--- src/rtl/muldiv_pkg.sv ---
// Shared definitions for the iterative multiply/divide unit and aluControl.
// Holds the R-type opcode/function codes that route an instruction to the
// mul/div sequencer and the 2-bit state encoding of the sequencer FSM.
package muldiv_pkg;

  localparam logic [3:0] OP_RTYPE = 4'd0;
  localparam logic [3:0] FUN_MUL  = 4'd4;
  localparam logic [3:0] FUN_DIV  = 4'd5;

  localparam logic [1:0] ST_IDLE = 2'd0;
  localparam logic [1:0] ST_MUL  = 2'd1;
  localparam logic [1:0] ST_DIV  = 2'd2;
  localparam logic [1:0] ST_DONE = 2'd3;

  typedef enum logic [1:0] {
    S_IDLE = ST_IDLE,
    S_MUL  = ST_MUL,
    S_DIV  = ST_DIV,
    S_DONE = ST_DONE
  } state_t;

endpackage

--- src/rtl/muldiv_datapath.sv ---
// Shift-add multiplier / restoring divider datapath, one bit per stepMul/stepDiv.
// Ports: load latches operands (divSel picks the divide arrangement);
// hi/lo are the post-step values, i.e. what the registers hold after this step.
module muldiv_datapath
  import muldiv_pkg::*;
#(
  parameter int WIDTH = 16
) (
  input  logic             clk,
  input  logic             rst,
  input  logic             load,
  input  logic             divSel,
  input  logic             stepMul,
  input  logic             stepDiv,
  input  logic [WIDTH-1:0] operandA,
  input  logic [WIDTH-1:0] operandB,
  output logic [WIDTH-1:0] hi,
  output logic [WIDTH-1:0] lo
);

  // acc: product high half / partial remainder.
  // shf: multiplier shifting out LSB-first / dividend shifting out MSB-first
  //      while quotient bits shift in at the bottom.
  // opd: multiplicand (MUL) or divisor (DIV).
  logic [WIDTH-1:0] acc_q, shf_q, opd_q;

  logic [WIDTH:0]   mul_sum;
  logic [WIDTH-1:0] mul_hi, mul_lo;
  logic [WIDTH:0]   div_shift;
  logic             div_ge;
  logic [WIDTH-1:0] div_diff, div_hi, div_lo;

  always_comb begin
    // Conditional add, then shift the whole {carry,acc,shf} right by one.
    mul_sum = {1'b0, acc_q} + (shf_q[0] ? {1'b0, opd_q} : '0);
    mul_hi  = mul_sum[WIDTH:1];
    mul_lo  = {mul_sum[0], shf_q[WIDTH-1:1]};

    // Bring the next dividend bit into the remainder and trial-subtract.
    // When the subtraction succeeds the true difference is below the
    // divisor, so the W-bit modular result is exact.
    div_shift = {acc_q, shf_q[WIDTH-1]};
    div_ge    = div_shift >= {1'b0, opd_q};
    div_diff  = div_shift[WIDTH-1:0] - opd_q;
    div_hi    = div_ge ? div_diff : div_shift[WIDTH-1:0];
    div_lo    = {shf_q[WIDTH-2:0], div_ge};

    hi = stepDiv ? div_hi : mul_hi;
    lo = stepDiv ? div_lo : mul_lo;
  end

  always_ff @(posedge clk) begin
    if (rst) begin
      acc_q <= '0;
      shf_q <= '0;
      opd_q <= '0;
    end else if (load) begin
      acc_q <= '0;
      shf_q <= divSel ? operandA : operandB;
      opd_q <= divSel ? operandB : operandA;
    end else if (stepMul) begin
      acc_q <= mul_hi;
      shf_q <= mul_lo;
    end else if (stepDiv) begin
      acc_q <= div_hi;
      shf_q <= div_lo;
    end
  end

endmodule

--- src/rtl/muldiv_sequencer.sv ---
// EX-stage sequencer for the shared iterative 16-bit unsigned MUL/DIV unit.
// Ports: start/opCode/funCode/operands/flush in; stall, busy, one-cycle done,
// {resultHi,resultLo} and divByZero out. Latency WIDTH+1 cycles (1 for DIV by 0).
module muldiv_sequencer
  import muldiv_pkg::*;
#(
  parameter int WIDTH = 16,
  parameter int CNT_W = 5
) (
  input  logic             clk,
  input  logic             rst,
  input  logic             start,
  input  logic [3:0]       opCode,
  input  logic [3:0]       funCode,
  input  logic [WIDTH-1:0] operandA,
  input  logic [WIDTH-1:0] operandB,
  input  logic             flush,
  output logic             stall,
  output logic             busy,
  output logic             done,
  output logic [WIDTH-1:0] resultLo,
  output logic [WIDTH-1:0] resultHi,
  output logic             divByZero
);

  state_t           state_q, state_d;
  logic [CNT_W-1:0] cnt_q;
  logic             busy_q;
  logic             dbz_q;
  logic [WIDTH-1:0] res_lo_q, res_hi_q;

  logic             is_muldiv, accept, div_zero, last_step, iterating;
  logic             step_mul, step_div;
  logic [WIDTH-1:0] dp_hi, dp_lo;

  always_comb begin
    is_muldiv = start && (opCode == OP_RTYPE) &&
                ((funCode == FUN_MUL) || (funCode == FUN_DIV));
    // A flushed instruction is never accepted, so it never stalls the pipe.
    accept    = is_muldiv && (state_q == S_IDLE) && !flush;
    div_zero  = (funCode == FUN_DIV) && (operandB == '0);
    last_step = (cnt_q == CNT_W'(WIDTH - 1));
    iterating = (state_q == S_MUL) || (state_q == S_DIV);
    step_mul  = (state_q == S_MUL) && !flush;
    step_div  = (state_q == S_DIV) && !flush;

    state_d = state_q;
    case (state_q)
      S_IDLE: begin
        if (accept) begin
          if (funCode == FUN_MUL)  state_d = S_MUL;
          else if (div_zero)       state_d = S_DONE;
          else                     state_d = S_DIV;
        end
      end
      S_MUL, S_DIV: begin
        if (flush)          state_d = S_IDLE;
        else if (last_step) state_d = S_DONE;
      end
      S_DONE:  state_d = S_IDLE;
      default: state_d = S_IDLE;
    endcase

    // Low in DONE so the EX instruction advances together with its result.
    stall     = accept || iterating;
    done      = (state_q == S_DONE);
    busy      = busy_q;
    resultLo  = res_lo_q;
    resultHi  = res_hi_q;
    divByZero = dbz_q;
  end

  always_ff @(posedge clk) begin
    if (rst) begin
      state_q  <= S_IDLE;
      busy_q   <= 1'b0;
      cnt_q    <= '0;
      dbz_q    <= 1'b0;
      res_lo_q <= '0;
      res_hi_q <= '0;
    end else begin
      state_q <= state_d;
      busy_q  <= (state_d == S_MUL) || (state_d == S_DIV);

      if (accept)
        cnt_q <= '0;
      else if (iterating && !last_step)
        cnt_q <= cnt_q + 1'b1;

      // Results only change on entry to DONE, so a flushed op leaves the
      // previous result visible.
      if (accept && (funCode == FUN_DIV) && div_zero) begin
        res_lo_q <= '1;
        res_hi_q <= operandA;
        dbz_q    <= 1'b1;
      end else if (accept) begin
        dbz_q    <= 1'b0;
      end else if ((step_mul || step_div) && last_step) begin
        res_lo_q <= dp_lo;
        res_hi_q <= dp_hi;
      end
    end
  end

  muldiv_datapath #(
    .WIDTH(WIDTH)
  ) u_datapath (
    .clk      (clk),
    .rst      (rst),
    .load     (accept),
    .divSel   (funCode == FUN_DIV),
    .stepMul  (step_mul),
    .stepDiv  (step_div),
    .operandA (operandA),
    .operandB (operandB),
    .hi       (dp_hi),
    .lo       (dp_lo)
  );

endmodule
--- config.mk ---
export PLATFORM = sky130hd
export DESIGN_NAME = muldiv_sequencer
export DESIGN_NICKNAME = d
export VERILOG_FILES = /design/src/rtl/muldiv_pkg.sv /design/src/rtl/muldiv_datapath.sv /design/src/rtl/muldiv_sequencer.sv
export SDC_FILE = /design/constraint.sdc
export NUM_CORES = 1
export LEC_CHECK = 0
export CAP_MARGIN = 20
export CORE_UTILIZATION = 49
export CTS_BUF_LIST = sky130_fd_sc_hd__clkbuf_4 sky130_fd_sc_hd__clkbuf_8
export CTS_CLUSTER_SIZE = 12
export DETAILED_ROUTE_END_ITERATION = 8
export PLACE_DENSITY = 0.75
export SETUP_SLACK_MARGIN = 0.5
export SLEW_MARGIN = 20
export SYNTH_ARGS = -nofsm -noshare
export SYNTH_HDL_FRONTEND = slang
export SYNTH_HIERARCHICAL = 1
export SYNTH_SLANG_ARGS = --single-unit
--- constraint.sdc ---
create_clock -name clk -period 3.49 [get_ports clk]
set_input_delay 1.047 -clock clk [delete_from_list [all_inputs] [get_ports clk]]
set_output_delay 1.047 -clock clk [all_outputs]
set_load 0.01 [all_outputs]
==> results.toml <==
[run_status]
outcome = "complete, no violations"

[clock_network]
clock_path_buffers = 2
cts_buffers = 9
htree_levels = 3
clk_latency_ns = 0.38
cts.clk_slew.worst_paths_ns = 0.09
cts_tree = "yes"
cts_root_buf = "clkbuf_8"
clock_sinks = 89

[synthesis]
synth-seq-cells = 89
async_flop_share = 0
synth_edf_count = 0
synth_most_common_cell = "dfxtp_1"
yosys_warnings = 6
ys.flop_type = "dfxtp_1"
ys_top_cells_by_count = "dfxtp_1 (89), nor2_1 (73), a21oi_1 (57)"
seq_area_frac_synth = 0.283
synth.largest_area_cell = "dfxtp_1"
synth_cell_type_count = 61
synth_area_per_cell_um2 = 8.54
synth.area.top_cells = "dfxtp_1 (28%), ha_1 (7.8%), mux2i_1 (7.2%)"
syn-num-nets = 822
synth.cell_area_um2 = 6290
syn_inst = 737
synth_top_area_frac = 0.283

[drt]
drc = 0
firstDrtPassIters = 6
ant_nets = 0
vias_per_cell = 6.18
wl_um = 20100
wire_per_inst_um = 19.5
drt_iter0_markers = 493
via_count = 6368

[floorplanning]
pin_count = 80
die_h_um = 115
start_util = 0.501
coreArea_um2 = 12600
dieArea_um2 = 13300
die_w_um = 115
rows = 41

[timing]
setup_tns_ns = 0
layout_min_cycle_time_ns = 3.15
setup_viol = 0
fmax_mhz = 317
worstMarginPinSlew_ns = 0.619
slew_headroom = 0.583
hold_slack_ns = 0.503
rsz0062_at_grt = "yes"
fin_skew_ns = 0.0188
hold_viol_final = 0
maxSlewViolCount = 0
fin_crit_sh = 0.903

[setup_path]
start_kind = "flop"
crit_top_cell = "buf_4"
cpLargestDelayFamily = "compound AO/OA/AOI/OAI gates"
critPathMaxStageDelay_ns = 0.39
r2r_end = "resultHi[7]"
reg2reg_depth = 15
crit_chain = "and2_4 > ha_4 > fa_2 > a211oi_2 > o21bai_1 > buf_4 > buf_4 > buf_4 > a21oi_2 > o21bai_1 > a21oi_1 > xor2_1 > mux2i_1 > and2_1 > a221o_1"
crit_slowest_cell = "dfxtp_4"
r2r_start = "u_datapath/shf_q[0]"
crit_type = "reg -> reg"
crit_fanout = 8
path_buf_inv = 3
crit_start = "u_datapath/shf_q[0]"
critical_path_arrival_ns = 3.40
cp-end-kind = "flop"
reg2reg_slack_ns = 0.34
worstPathRequired_ns = 3.74

[placed_design]
port-buffer-count = 79
gp_congestion = 0.959
dp_hpwl_um = 13700

[worst_hold_path]
hold_end = "cnt_q[4]"
holdPathStages = 2
min_from = "cnt_q[4]"
hp-class = "reg -> reg"

[job]
maxCapViolations = 0

[global_routing]
antenna_found_initial = 0
grt_pass1_vias = 6242
grt.total_usage = 0.299
grt_overflow = 0
grt_start_max_net_pins = 74
grt_pass1_wl_um = 31100

[layout]
antenna_cells = 0
fin_nets = 939
drive_gt1_frac = 0.235
area_growth_pct = 33.8

[power_and_ir_drop]
ir_drop_uv = 281
leakage_nw = 3.24
p_per_area_nw_per_um2 = 238
==> flip-flops by register name (all words and copies together) (netlist names) <==
signal            count
resultHi             16
state_q               2
cnt_q                 5
u_datapath/opd_q     16
u_datapath/shf_q     16
divByZero             1
resultLo             16
u_datapath/acc_q     16
busy                  1
==> repair_timing <==
action | in CTS | in global routing
buffers inserted | 26 | 9
pin swaps | 29 | 17
gates cloned | 2 | 1
hold buffers | 0 | 0
gates resized for setup | 74 | 47
setup endpoints to repair | 52 | 56
==> layer usage <==
| metal | routed length (um) | vias up | global-route usage |
|---|---|---|---|
| met3 | 1280 | 53 | 0.0395 |
| met5 | 0 | - | 0 |
| li1 | - | 2966 | - |
| met1 | 8200 | 3080 | 0.359 |
| met2 | 9870 | 269 | 0.523 |
| met4 | 772 | 0 | 0.149 |
==> cells in the final DEF, fill, tap and decap left out, types with 5 or more instances in the layout <==
cell type        netlist  layout
a211oi_1              55      50
a211oi_2               0       5
a21o_1                 9       9
a21oi_1               57      47
a21oi_2                0       9
a221o_1               16      16
and2_1                39      37
buf_4                  1      60
buf_6                  5       6
clkbuf_8               0      10
clkdlybuf4s15_1        0       6
clkdlybuf4s50_1        0      69
dfxtp_1               89      81
dfxtp_2                0       5
ha_1                  39      26
ha_2                   0       5
ha_4                   0       8
inv_1                 30      30
mux2_2                16      15
mux2i_1               45      39
mux2i_4                0       6
nand2_1               22      22
nand2b_1               5       5
nand3_1               10      10
nor2_1                73      69
nor2b_1               17      17
nor3_1                10       7
nor4_1                 8       6
o21a_1                 7       7
o21ai_0               24      19
o221a_2               16      16
o31a_1                 6       6
xnor2_1               17      15
xor2_1                10      10
==> kinds of logic after synthesis <==
logic type | Yosys count | synth area share
AOI/OAI and AO/OA | 228 | 0.263
and+or+nand+nor | 214 | 0.179
DFF | 89 | 0.283
buffers and inverters | 77 | 0.0529
muxes | 61 | 0.100
adders and majority gates | 41 | 0.0839
xor gates and xnor gates | 27 | 0.0376
==> how the worst max path moves through the flow <==
stage,endpoint,slack (ns),cells past startpoint
CTS,stall,0.36,5
finish,resultHi[7],0.34,15
floorplan,resultHi[15],0.46,14
detailed placement,stall,-0.26,5
global route,resultHi[15],0.26,13
global placement,stall,-0.25,5
==> through the flow <==
step           area, um2   util  instances  setup WS (ns)  power (W)
2_1_floorplan       6350      -        737          0.461    0.00110
3_3_place_gp        7450  0.592        977         -0.247    0.00119
3_5_place_dp        7450  0.592        977         -0.259    0.00119
4_1_cts             8210  0.653       1021          0.355    0.00199
5_1_grt             8420  0.670       1031          0.261    0.00205
6_report            8420  0.670       1031          0.340    0.00200
==> layout make-up <==
class                      instances  area [um2]
multi-input combinational        571        4610
fill                             967        4150
sequential                        89        1800
timing repair buffer             150        1450
tap                              172         215
clock buffer                       9         124
inverter                          33         124
clock inverter                     7         100
==> worst min-delay path, delay by kind of cell, from the launching register on <==
| family | cells | cell delay, ns |
|---|---|---|
| flops | 1 | 0.32 |
| simple gates | 1 | 0.10 |
| compound gates | 1 | 0.05 |
==> power by group <==
part           internal, W  switching, W
logic            0.0000869     0.0000862
registers          0.00101    0.00000107
clock network     0.000410      0.000403
total              0.00151      0.000490
No activity file was read; power rests on OpenSTA's default activity.
